===== src/rtl/fd_pkg.sv =====
// rtl/fd_pkg.sv - shared constants and entry type for the fetch/decode buffer
package fd_pkg;

  localparam int unsigned FD_PC_W    = 32;
  localparam int unsigned FD_INSTR_W = 32;

  // Decode sees this pc/instruction pair as a bubble when the buffer is empty
  localparam logic [FD_PC_W-1:0]    PC_RESET = 32'h0000_3000;
  localparam logic [FD_INSTR_W-1:0] NOP      = 32'h0000_0000;

  typedef struct packed {
    logic [FD_PC_W-1:0]    pc;
    logic [FD_INSTR_W-1:0] instr;
  } fd_entry_t;

endpackage


===== src/rtl/fd_buffer_mem.sv =====
// rtl/fd_buffer_mem.sv - DEPTH-entry register array, one write port, async read port
module fd_buffer_mem
  import fd_pkg::*;
#(
  parameter int unsigned DEPTH = 2,
  parameter int unsigned AW    = $clog2(DEPTH)
) (
  input  logic            clk,
  input  logic            we,
  input  logic [AW-1:0]   waddr,
  input  fd_entry_t       wdata,
  input  logic [AW-1:0]   raddr,
  output fd_entry_t       rdata
);

  // Contents are never reset; occupancy tracking decides what is meaningful
  fd_entry_t mem [DEPTH];

  // Write the addressed entry on the rising edge
  always_ff @(posedge clk) begin
    if (we) begin
      mem[waddr] <= wdata;
    end
  end

  assign rdata = mem[raddr];

endmodule


===== src/rtl/fd_buffer.sv =====
// rtl/fd_buffer.sv - fetch-to-decode instruction FIFO with flush; FD_BUFFER_BYPASS_EN adds zero-latency bypass
module fd_buffer
  import fd_pkg::*;
#(
  parameter int unsigned DEPTH   = 2,
  parameter int unsigned PC_W    = 32,
  parameter int unsigned INSTR_W = 32
) (
  input  logic                       clk,
  input  logic                       reset_n,
  input  logic                       in_valid,
  input  logic [PC_W-1:0]            in_pc,
  input  logic [INSTR_W-1:0]         in_instr,
  output logic                       in_ready,
  output logic                       out_valid,
  output logic [PC_W-1:0]            out_pc,
  output logic [INSTR_W-1:0]         out_instr,
  input  logic                       out_ready,
  input  logic                       flush,
  output logic [$clog2(DEPTH+1)-1:0] count
);

  localparam int unsigned AW = $clog2(DEPTH);
  localparam int unsigned CW = $clog2(DEPTH+1);

  logic [AW-1:0] wr_ptr;
  logic [AW-1:0] rd_ptr;
  logic [CW-1:0] cnt;
  logic          empty;
  logic          full;
  logic          byp;
  logic          push;
  logic          pop;
  logic          wr_en;
  fd_entry_t     wdata;
  fd_entry_t     rdata;

  assign empty = (cnt == '0);
  assign full  = (cnt == CW'(DEPTH));

`ifdef FD_BUFFER_BYPASS_EN
  // An empty buffer forwards the fetch slot straight to decode
  assign byp = empty && in_valid && !flush;
`else
  assign byp = 1'b0;
`endif

  // Accept depends on occupancy only, so decode stalls never reach fetch combinationally
  assign in_ready = !full || flush;
  assign push     = in_valid && !full && !flush;
  assign pop      = !empty && out_ready && !flush;
  // A bypassed instruction that decode takes immediately never touches storage
  assign wr_en    = push && !(byp && out_ready);

  assign wdata.pc    = FD_PC_W'(in_pc);
  assign wdata.instr = FD_INSTR_W'(in_instr);

  fd_buffer_mem #(
    .DEPTH (DEPTH),
    .AW    (AW)
  ) u_mem (
    .clk   (clk),
    .we    (wr_en),
    .waddr (wr_ptr),
    .wdata (wdata),
    .raddr (rd_ptr),
    .rdata (rdata)
  );

  // Head entry toward decode, bubble values when nothing is held
  always_comb begin
    out_valid = !empty || byp;
    out_pc    = PC_W'(PC_RESET);
    out_instr = INSTR_W'(NOP);
    if (!empty) begin
      out_pc    = PC_W'(rdata.pc);
      out_instr = INSTR_W'(rdata.instr);
    end else if (byp) begin
      out_pc    = in_pc;
      out_instr = in_instr;
    end
  end

  // Pointers and occupancy; flush wins over any same-cycle push or pop
  always_ff @(posedge clk or negedge reset_n) begin
    if (!reset_n) begin
      wr_ptr <= '0;
      rd_ptr <= '0;
      cnt    <= '0;
    end else if (flush) begin
      wr_ptr <= '0;
      rd_ptr <= '0;
      cnt    <= '0;
    end else begin
      if (wr_en) begin
        wr_ptr <= wr_ptr + 1'b1;
      end
      if (pop) begin
        rd_ptr <= rd_ptr + 1'b1;
      end
      if (wr_en && !pop) begin
        cnt <= cnt + 1'b1;
      end else if (!wr_en && pop) begin
        cnt <= cnt - 1'b1;
      end
    end
  end

  assign count = cnt;

endmodule


===== config.mk =====
export PLATFORM = sky130hd
export DESIGN_NAME = fd_buffer
export DESIGN_NICKNAME = d
export VERILOG_FILES = /design/src/rtl/fd_pkg.sv /design/src/rtl/fd_buffer_mem.sv /design/src/rtl/fd_buffer.sv
export SDC_FILE = /design/constraint.sdc
export NUM_CORES = 1
export LEC_CHECK = 0
export BUFFER_PORTS_ARGS = -buffer_cell sky130_fd_sc_hd__clkbuf_2
export CORE_MARGIN = 1.5
export CORE_UTILIZATION = 45
export CTS_BUF_LIST = sky130_fd_sc_hd__clkbuf_4 sky130_fd_sc_hd__clkbuf_8 sky130_fd_sc_hd__clkbuf_16
export CTS_CLUSTER_DIAMETER = 30
export CTS_CLUSTER_SIZE = 14
export DETAILED_ROUTE_END_ITERATION = 12
export GPL_TIMING_DRIVEN = 1
export PLACE_DENSITY = 0.78
export SETUP_SLACK_MARGIN = 0.1
export SYNTH_ARGS = -nofsm -noshare
export SYNTH_HDL_FRONTEND = slang
export SYNTH_SLANG_ARGS = --single-unit

===== constraint.sdc =====
create_clock -name clk -period 7.7 [get_ports clk]
set_clock_uncertainty 0.05 [all_clocks]
set_input_delay 0 -clock clk [delete_from_list [all_inputs] [get_ports clk]]
set_output_delay 0 -clock clk [all_outputs]
set_load 0.01 [all_outputs]

* Word level (Yosys, flattened, before mapping)
Memories as Yosys holds them, arrays and structs flattened. Cells that the tools add are included.
Word-level totals: RAM bits 128, input bits 69, logic and storage cells 36, flip-flop bits (word level) 4, output and inout port bits 68, memories 1
Cells by class: equal/unequal tests 1, add/sub/neg operators 4, reduce and logical (&&, ||, !) cells 16, mux-type cells 11
Memory list:
- u_mem.mem | words 2, width 64, read ports 1, clocked after memory_dff 0, wr ports 1, RTL line fd_buffer_mem.sv:17 | fd_entry_t mem [DEPTH];
Operator list (number):
- 32-bit two-way mux | 2
- 1-bit logical AND | 6
- 1-bit two-way mux | 6
- 2-bit two-way mux | 3
- 1-bit logical NOT | 5
- 2-bit nonzero test | 2
- 3-bit nonzero test | 1
- 1-bit adder, second input constant | 2
- 2-bit by 1-bit adder with 2-bit output, second input constant | 1
- 2-bit == test, second input constant | 1
- 2-bit logical NOT | 1
- 2-bit by 1-bit subtractor with 2-bit output, second input constant | 1
- 1-bit logical OR | 1

* Longest topological paths before layout
Gate-level depths: netlist (run 1).
word-level depth 9, mapped depth 4, depth with buffers taken out 3

* Modules after synthesis
From an unflattened synthesis (run 1), not the netlist that was laid out.
Unflattened totals: cells, all modules 298, area total of the unflattened synthesis 5634.2 um2
Modules (own cells, without submodules):
- fd_buffer_mem | cells each 201, sequential area each 3843.7 um2, area each 4933.5 um2, times used 1
- fd_buffer | cells each 97, sequential area each 100.1 um2, area each 700.7 um2, times used 1

* Worst setup path after synthesis (run 1)
No wires, ideal clock.
path type register to register, start register cnt[1] (netlist: count[1]), end memory u_mem.mem[1][0] (netlist name), enable pin, setup slack 1.509 ns, data required time 7.072 ns, arrival time 5.564 ns, cell stages (with the launch flop) 4, path buffers 0, setup time 0.578 ns, clock period less this slack 6.191 ns, cells stage by stage dfrtp_1 -> nor2b_1 -> or2b_1 -> nor3b_1
On the way: cells in the longest elaborated chain, start to end 6
Ends and longest elaborated chain:
- start: declaration | RTL line fd_buffer.sv:28 | logic [CW-1:0] cnt;
- start signal: assignment | RTL line fd_buffer.sv:102 | cnt <= cnt + 1'b1;
- start signal: assignment | RTL line fd_buffer.sv:104 | cnt <= cnt - 1'b1;
- 2-bit == test | RTL line fd_buffer.sv:39 | assign full = (cnt == CW'(DEPTH));
- 1-bit logical NOT | RTL line fd_buffer.sv:50 | assign push = in_valid && !full && !flush;
- 1-bit logical AND (2 in a row) | RTL line fd_buffer.sv:50
- 1-bit two-way mux | RTL line fd_buffer_mem.sv:21 | if (we) begin
- 1-bit two-way mux (implied by the code) | RTL line fd_buffer_mem.sv:22 | mem[waddr] <= wdata;
- end: declaration | RTL line fd_buffer_mem.sv:17
No other way between the ends.

* Final worst setup path (run 1)
start register cnt[1] (netlist: count[1]), end output out_instr[26]
On the way: cells in the longest elaborated chain, start to end 2
Ends and longest elaborated chain:
- 2-bit logical NOT | RTL line fd_buffer.sv:38 | assign empty = (cnt == '0);
- 32-bit two-way mux | RTL line fd_buffer.sv:75 | if (!empty) begin
- end: declaration | RTL line fd_buffer.sv:17 | output logic [INSTR_W-1:0] out_instr,
No other way between the ends.

==> flow_metrics.tcl, run 1 <==
set metrics [dict create \
    r2r-start "rd_ptr" \
    finalSetupTns_ns 0 \
    die_x_um 109 \
    synth_area_per_cell_sq_um 17.0 \
    cts-resized-gates 0 \
    final_common_cell "clkbuf_2" \
    p_per_area_nw_per_um2 250 \
    syn_to_final_growth_pct 42.4 \
    hold_start "in_instr[30]" \
    drt_iter0_markers 187 \
    cpPeakStageDelay_ns 0.53 \
    slowest_stage "buf_4" \
    critPathLaunch "count[1]" \
    synth-simple-area-share_pct 6.34 \
    placementRows 38 \
    cap_viol_max_count 0 \
    fin_cells 667 \
    synthAdderAreaFrac_pct 0 \
    avgViaCountPerCell 4.77 \
    grt_pass1_vias 3208 \
    place_inst 564 \
    grt.total_usage_pct 17.6 \
    layout.cells.most_common_list "clkbuf_2 (136), edfxtp_1 (128), dlygate4sd3_1 (71)" \
    cts_buffer_depth 2 \
    wl_per_cell_um 15.0 \
    slew_viol_final 0 \
    antenna_found_initial 0 \
    ys_warn_count 0 \
    status "completed" \
    min_period_ns 2.30 \
    r2r_slack_ns 5.53 \
    gr-usage-met2_pct 31.5 \
    syn-num-nets 365 \
    dp_hpwl_um 5690 \
    root_buffer "clkbuf_8" \
    cts_tree "yes" \
    drive_above_1_share_pct 33.4 \
    yosysUniqueCellTypes 24 \
    synth_top_family_by_area "multiplexers" \
    antenna_cells 0 \
    yosysSeqAreaShare_pct 78.3 \
    via_count 3184 \
    synth-compound-area-share_pct 0.770 \
    grt_first_pass_wirelength_um 15300 \
    yosysTopAreaCellShare_pct 76.3 \
    portBuffers 136 \
    die_y_um 109 \
    clk_pin_slew_worst_paths_ns 0.06 \
    critical_path_buf_inv_count 2 \
    routed_wirelength_um 9970 \
    crit_type "flop to output port" \
    tightest_slew_ns 1.13 \
    use_met1_pct 19.6 \
    cp.arrival_ns 2.25 \
    min_path_type "input pin to flop" \
    required_ns 7.65 \
    h-tree-depth 4 \
    nNetsFinal 583 \
    cp-start-kind "flop" \
    fp.coreArea_sq_um 10900 \
    rsz0062_at_grt "false" \
    first_pass_iters 5 \
    hold_viol_final 0 \
    cts.sinks 132 \
    synth_top_area_cell "edfxtp_1" \
    yosys-top-cells-area "edfxtp_1 (76%), mux2i_1 (13%), nor2_1 (4.8%), dfrtp_1 (2.0%), buf_2 (0.80%)" \
    io_pins 137 \
    critPathCaptureType "output port" \
    crit_family "buffers and inverters" \
    setup_viol_count_final 0 \
    post-route-period-util_pct 29.9 \
    cts_made_buffers 17 \
    gp_congestion 0.764 \
    grt_max_degree 66 \
    worstSkewPairLatency_ns 0.49 \
    crit_fanout 46 \
    power.leakage_nw 2.76 \
    grtUsageMet3_pct 5.08 \
    max_freq_mhz 435 \
    path_cells "nor2_4 -> buf_4 -> nor2_1 -> clkbuf_2" \
    mappedNetlistArea_sq_um 5040 \
    ir_drop_uv 173 \
    syn_inst 296 \
    start_util_pct 46.3 \
    top_usage_layer "met2" \
    drcViolationCount 0 \
    relSlewSlack_pct 24.3 \
    ys_ff_latch 132 \
    postRouteAntennaNets 0 \
    die-area_sq_um 11800 \
    synthMuxAreaShare_pct 12.7 \
    synth_xor_area_share_pct 0.174 \
    gr-total-overflow 0 \
]
==> power by group <==
group          switching [mW]  internal, mW
sequential             0.0226         0.818
clock                   0.283         0.500
combinational          0.0825        0.0855
total                   0.388          1.40
==> worst reg2reg max path: stages (launching register included) <==
cell and delay, ns:
dfrtp_4 1.17, xor2_1 0.22, nor2_1 0.06, dlygate4sd3_1 0.56
==> sequential cells by signal, indices dropped and copies added (netlist names) <==
signal     count
rd_ptr         1
u_mem.mem    128
count          2
wr_ptr         1
==> path summary, 6_finish.rpt <==
kind,endpoint,cells after the start
setup reg to reg,rd_ptr,3
setup / recovery,out_instr[26],4
hold / removal,u_mem.mem[1][30],2
min in group asynchronous,rd_ptr,3
max in group asynchronous,rd_ptr,3
hold reg to reg,wr_ptr,2
==> repair_timing <==
action / CTS / global route
hold buffers: 71 / 0
buffers inserted: 0 / 0
endpoints found under the hold margin: 136 / 0
==> layout make-up <==
cell class / instances / area [sq um]
Clock buffer: 19 / 429
Tap cell: 140 / 175
Sequential cell: 132 / 3950
Multi-Input combinational cell: 149 / 1020
Timing Repair Buffer: 212 / 1430
Clock inverter: 13 / 159
Fill cell: 776 / 3720
Inverter: 2 / 7.51
==> kinds of logic (layout without fill, tap and decap cells) <==
| kind of cell | Yosys count | count (layout) |
|---|---|---|
| multiplexers | 64 | 64 |
| AO/OA/AOI/OAI | 7 | 7 |
| buffers and inverters | 15 | 246 |
| flip-flops | 132 | 132 |
| XOR/XNOR | 1 | 1 |
| AND/OR/NAND/NOR | 77 | 77 |
==> Yosys cell counts <==
library cell,count
edfxtp_1,128
mux2i_1,64
nor2_1,64
buf_2,8
buf_4,5
dfrtp_1,4
nand2_1,3
o21ai_0,3
a21oi_1,2
a22oi_1,1
a31oi_1,1
inv_1,1
inv_2,1
nand2b_1,1
nand3_1,1
nand3b_1,1
nor2_2,1
nor2b_1,1
nor3_1,1
nor3b_1,1
or2b_1,1
or3_1,1
or4b_1,1
xor2_1,1
==> stage by stage <==
| step | worst slack [ns] | area [sq um] | util [%] | power [mW] | hold WS [ns] |
|---|---|---|---|---|---|
| floorplan | 1.51 | 5040 | - | 0.932 | -0.346 |
| global placement | 5.73 | 5870 | 53.9 | 0.990 | -0.236 |
| detailed placement | 5.68 | 5870 | 53.9 | 0.995 | -0.228 |
| CTS | 5.37 | 7170 | 65.8 | 1.81 | 0.160 |
| global route | 5.24 | 7170 | 65.8 | 1.86 | 0.157 |
| finish | 5.40 | 7170 | 65.8 | 1.79 | 0.187 |
==> metal layers <==
layer	vias up	wire length (um)
li1	1545	-
met1	1517	4000
met2	106	5430
met3	16	379
met4	0	159
met5	-	0
(Power assumes the default switching activity.)
==> run 2: changes to the inputs <==
==> constraint.sdc (replaced) <==
create_clock -name clk -period 2.4 [get_ports clk]
set_clock_uncertainty 0.05 [all_clocks]
set_input_delay 0 -clock clk [delete_from_list [all_inputs] [get_ports clk]]
set_output_delay 0 -clock clk [all_outputs]
set_load 0.01 [all_outputs]
==> run 2 against run 1 <==
  * Setup slack worse by 5.2 ns
  * First-iteration DRC count is 18% lower
  * Combinational power grew to 3.6 times the previous value
  * Routed wire length is 6.1% higher
  * Global-route usage is 0.63 points higher
  * Power grew to 3.1 times the previous value
  * Final cell count is 0.75% higher
  * Clock power grew to 3.0 times the previous value
  * Sequential cell count stayed put
  * Die area stayed put
  * Critical path depth is 1 higher
  * Critical endpoint is now count[0]
==> flow_metrics.tcl, run 2 (synthesis results as in run 1) <==
set metrics [dict create \
    gr-total-overflow 0 \
    grt_first_pass_wirelength_um 15500 \
    h-tree-depth 4 \
    drive_above_1_share_pct 33.8 \
    worst_slack_ns 0.183 \
    layout.cells.most_common_list "clkbuf_2 (136), edfxtp_1 (128), dlygate4sd3_1 (72)" \
    max_freq_mhz 451 \
    cts_buffer_depth 2 \
    gp_congestion 0.751 \
    worstSkewPairLatency_ns 0.51 \
    cp-start-kind "flop" \
    whs_ns 0.164 \
    dp_hpwl_um 6000 \
    relSlewSlack_pct 60.8 \
    cp.arrival_ns 2.56 \
    cts.sinks 132 \
    routed_wirelength_um 10600 \
    placementRows 38 \
    io_pins 137 \
    hold_viol_final 0 \
    min_path_type "input pin to flop" \
    critPathCaptureType "flop" \
    via_count 3225 \
    first_pass_iters 4 \
    seq_area_sq_um 3950 \
    die-area_sq_um 11800 \
    utilization_pct 66.6 \
    syn_to_final_growth_pct 44.1 \
    die_y_um 109 \
    post-route-period-util_pct 92.4 \
    status "completed" \
    p_per_area_nw_per_um2 774 \
    final.fill_count 764 \
    cap_viol_max_count 0 \
    ir_drop_uv 694 \
    portBuffers 136 \
    nNetsFinal 589 \
    r2r_slack_ns 0.18 \
    multiInputGateArea_sq_um 1050 \
    drcViolationCount 0 \
    drt_iter0_markers 153 \
    grt_pass1_vias 3251 \
    power.leakage_nw 2.77 \
    setup_viol_count_final 0 \
    antenna_found_initial 0 \
    rsz0062_at_grt "false" \
    min_period_ns 2.22 \
    crit_type "flop to flop" \
    fp.coreArea_sq_um 10900 \
    antenna_cells 0 \
    grt.total_usage_pct 18.2 \
    tightest_slew_ns 0.587 \
    clk_pin_slew_worst_paths_ns 0.05 \
    cts_tree "yes" \
    cts_made_buffers 17 \
    start_util_pct 46.3 \
    dp_slack_ns 0.439 \
    wl_per_cell_um 15.8 \
    final_common_cell "clkbuf_2" \
    slew_viol_final 0 \
    finalSetupTns_ns 0 \
    avgViaCountPerCell 4.80 \
    required_ns 2.74 \
    cts-resized-gates 0 \
    grt_max_degree 33 \
    postRouteAntennaNets 0 \
    largest_reg_flops 128 \
    die_x_um 109 \
    power_mw 5.62 \
    regMostFlops "u_mem.mem" \
    cts_setup_buffers 0 \
    crit_fanout 9 \
    root_buffer "clkbuf_8" \
]
[run 2: worst paths after layout]
check,start,to,cells after the start
min,in_instr[22],u_mem.mem[0][22],2
min reg2reg,wr_ptr,u_mem.mem[0][40],1
max in group asynchronous,reset_n,rd_ptr,3
min in group asynchronous,reset_n,count[0],3
max reg2reg,count[0],count[0],5
max,count[0],count[0],5
[run 2: critical path, stage by stage (launching register included)]
cell           delay, ns
dfrtp_1             0.60
nor2b_4             0.09
o21ai_0             0.17
dlygate4sd3_1       0.57
a21oi_1             0.06
dlygate4sd3_1       0.55
[run 2: layout make-up]
type / instances / share of cell area (%)
Clock buffer: 19 / 5.91
Clock inverter: 12 / 1.59
Inverter: 2 / 0.103
Multi-Input combinational cell: 150 / 14.5
Sequential cell: 132 / 54.4
Tap cell: 140 / 2.41
Timing Repair Buffer: 217 / 21.1
[run 2: power by group]
part	total, mW	internal [mW]	switching [mW]
clock	2.35	1.47	0.874
sequential	2.67	2.62	0.0479
combinational	0.599	0.294	0.304
total	5.62	4.39	1.23
[run 2: layer usage]
layer	vias up	track usage, %	wire length (um)
met3	20	5.74	551
met2	122	33.2	5850
li1	1551	-	-
met5	-	0	0
met1	1532	19.1	3970
met4	0	8.27	210
[run 2: repair_timing]
item | in CTS | in global routing
setup endpoints to repair | 0 | 41
hold buffers | 72 | 0
endpoints found under the hold margin | 142 | 0
[run 2: metrics by stage]
step	std cells	cell area [sq um]
final	672	7260
after global routing	672	7260
after CTS	671	7250
after detailed placement	568	5980
after global placement	568	5980
after floorplan	296	5070
==> run 3: changes to the inputs <==
==> constraint.sdc (replaced) <==
create_clock -name clk -period 2.7 [get_ports clk]
set_clock_uncertainty 0.05 [all_clocks]
set_input_delay 0.27 -clock clk [delete_from_list [all_inputs] [get_ports clk]]
set_output_delay 0.27 -clock clk [all_outputs]
set_load 0.01 [all_outputs]
==> run 3 against run 2 <==
  * Utilization is 0.28 points lower
  * Global-route usage is 0.13 points lower
  * Setup slack better by 0.14 ns
  * Critical path type is now flop to output port
  * Highest routed layer unchanged
==> flow_metrics.tcl, run 3 (synthesis results as in run 1) <==
set metrics [dict create \
    status "completed" \
    place_inst 565 \
    grt_max_degree 65 \
    min_path_type "input pin to flop" \
    avgViaCountPerCell 4.76 \
    layout.cells.most_common_list "clkbuf_2 (136), edfxtp_1 (128), dlygate4sd3_1 (66)" \
    cts.sinks 132 \
    portBuffers 136 \
    use_met1_pct 18.7 \
    critPathCaptureType "output port" \
    cp-start-kind "flop" \
    placementRows 38 \
    antenna_found_initial 0 \
    wl_per_cell_um 15.1 \
    clk_pin_slew_worst_paths_ns 0.06 \
    die-area_sq_um 11800 \
    start_util_pct 46.3 \
    drive_above_1_share_pct 34.4 \
    drt_iter0_markers 142 \
    cap_viol_max_count 0 \
    io_pins 137 \
    ir_drop_uv 403 \
    dp_slack_ns 0.793 \
    hold_viol_final 0 \
    crit_fanout 21 \
    dp_hpwl_um 5680 \
    routed_wirelength_um 9990 \
    drcViolationCount 0 \
    post-route-period-util_pct 88.2 \
    first_pass_iters 4 \
    max_freq_mhz 420 \
    largest_reg_flops 128 \
    tightest_slew_ns 0.693 \
    via_count 3155 \
    p_per_area_nw_per_um2 719 \
    top_usage_layer "met2" \
    die_x_um 109 \
    final_common_cell "clkbuf_2" \
    cp.arrival_ns 2.06 \
    gr-total-overflow 0 \
    grt_pass1_vias 3299 \
    cp-endpoint "out_pc[20]" \
    cts_tree "yes" \
    reg2reg_to "u_mem.mem[1][25]" \
    grt_first_pass_wirelength_um 15500 \
    grtUsageMet3_pct 5.38 \
    rsz0062_at_grt "false" \
    worstSkewPairLatency_ns 0.50 \
    root_buffer "clkbuf_8" \
    regMostFlops "u_mem.mem" \
    worst_slack_ns 0.319 \
    fp.coreArea_sq_um 10900 \
    antenna_cells 0 \
    postRouteAntennaNets 0 \
    power_mw 5.20 \
    h-tree-depth 4 \
    r2r-start "count[0]" \
    r2r_slack_ns 0.77 \
    crit_type "flop to output port" \
    r2r.worst_path.cells 4 \
    min_period_ns 2.38 \
    syn_to_final_growth_pct 43.5 \
    power.leakage_nw 2.77 \
    slew_viol_final 0 \
    relSlewSlack_pct 53.7 \
    gp_congestion 0.771 \
    setup_viol_count_final 0 \
    nNetsFinal 579 \
    grt.total_usage_pct 18.1 \
    cts_made_buffers 17 \
    die_y_um 109 \
    gr-usage-met2_pct 33.0 \
    critPathLaunch "rd_ptr" \
    cts_buffer_depth 2 \
    cts_setup_buffers 0 \
    required_ns 2.38 \
    fin_cells 663 \
]
==> run 3: per-stage QoR <==
step / util, % / hold slack [ns] / TNS, ns / cell area, sq um
4_1_cts: 66.4 / 0.0163 / 0 / 7230
6_report: 66.4 / 0.0428 / 0 / 7230
5_1_grt: 66.4 / 0.0533 / 0 / 7230
2_1_floorplan: - / -0.0756 / -33.31 / 5070
3_3_place_gp: 54.8 / 0.0322 / 0 / 5960
3_5_place_dp: 54.8 / 0.0398 / 0 / 5960
==> run 3: layer usage <==
metal / wire length (um) / vias up
li1: - / 1530
met4: 197 / 0
met2: 5490 / 108
met1: 3840 / 1498
met5: 0 / -
met3: 456 / 19
==> run 3: worst min-delay path by stage <==
stage | slack, ns | cells after the start | end | start
finish | 0.04 | 3 | count[0] | out_ready
global route | 0.05 | 3 | count[0] | out_ready
CTS | 0.02 | 3 | count[0] | out_ready
detailed placement | 0.04 | 1 | count[0] | reset_n
global placement | 0.03 | 1 | count[0] | reset_n
floorplan | -0.08 | 0 | count[0] | reset_n
==> run 3: repair_timing <==
action,in CTS,in global routing
gates resized for setup,0,0
hold endpoints to repair,133,0
hold buffers,66,0
==> run 3: where the power goes <==
group,switching [mW],internal (mW)
logic,0.266,0.255
clock network,0.776,1.53
registers,0.0372,2.33
==> run 3: worst max-delay path, cell delays in order (launching register included) <==
cell	delay, ns
dfrtp_4	0.67
buf_4	0.40
mux2i_1	0.27
nor2_1	0.06
clkbuf_2	0.13
==> run 3: cell type report <==
class / count / area [sq um]
Fill cell: 771 / 3660
Multi-Input combinational cell: 149 / 1040
Clock inverter: 11 / 159
Inverter: 2 / 7.51
Timing Repair Buffer: 208 / 1450
Tap cell: 140 / 175
Clock buffer: 21 / 444
Sequential cell: 132 / 3950
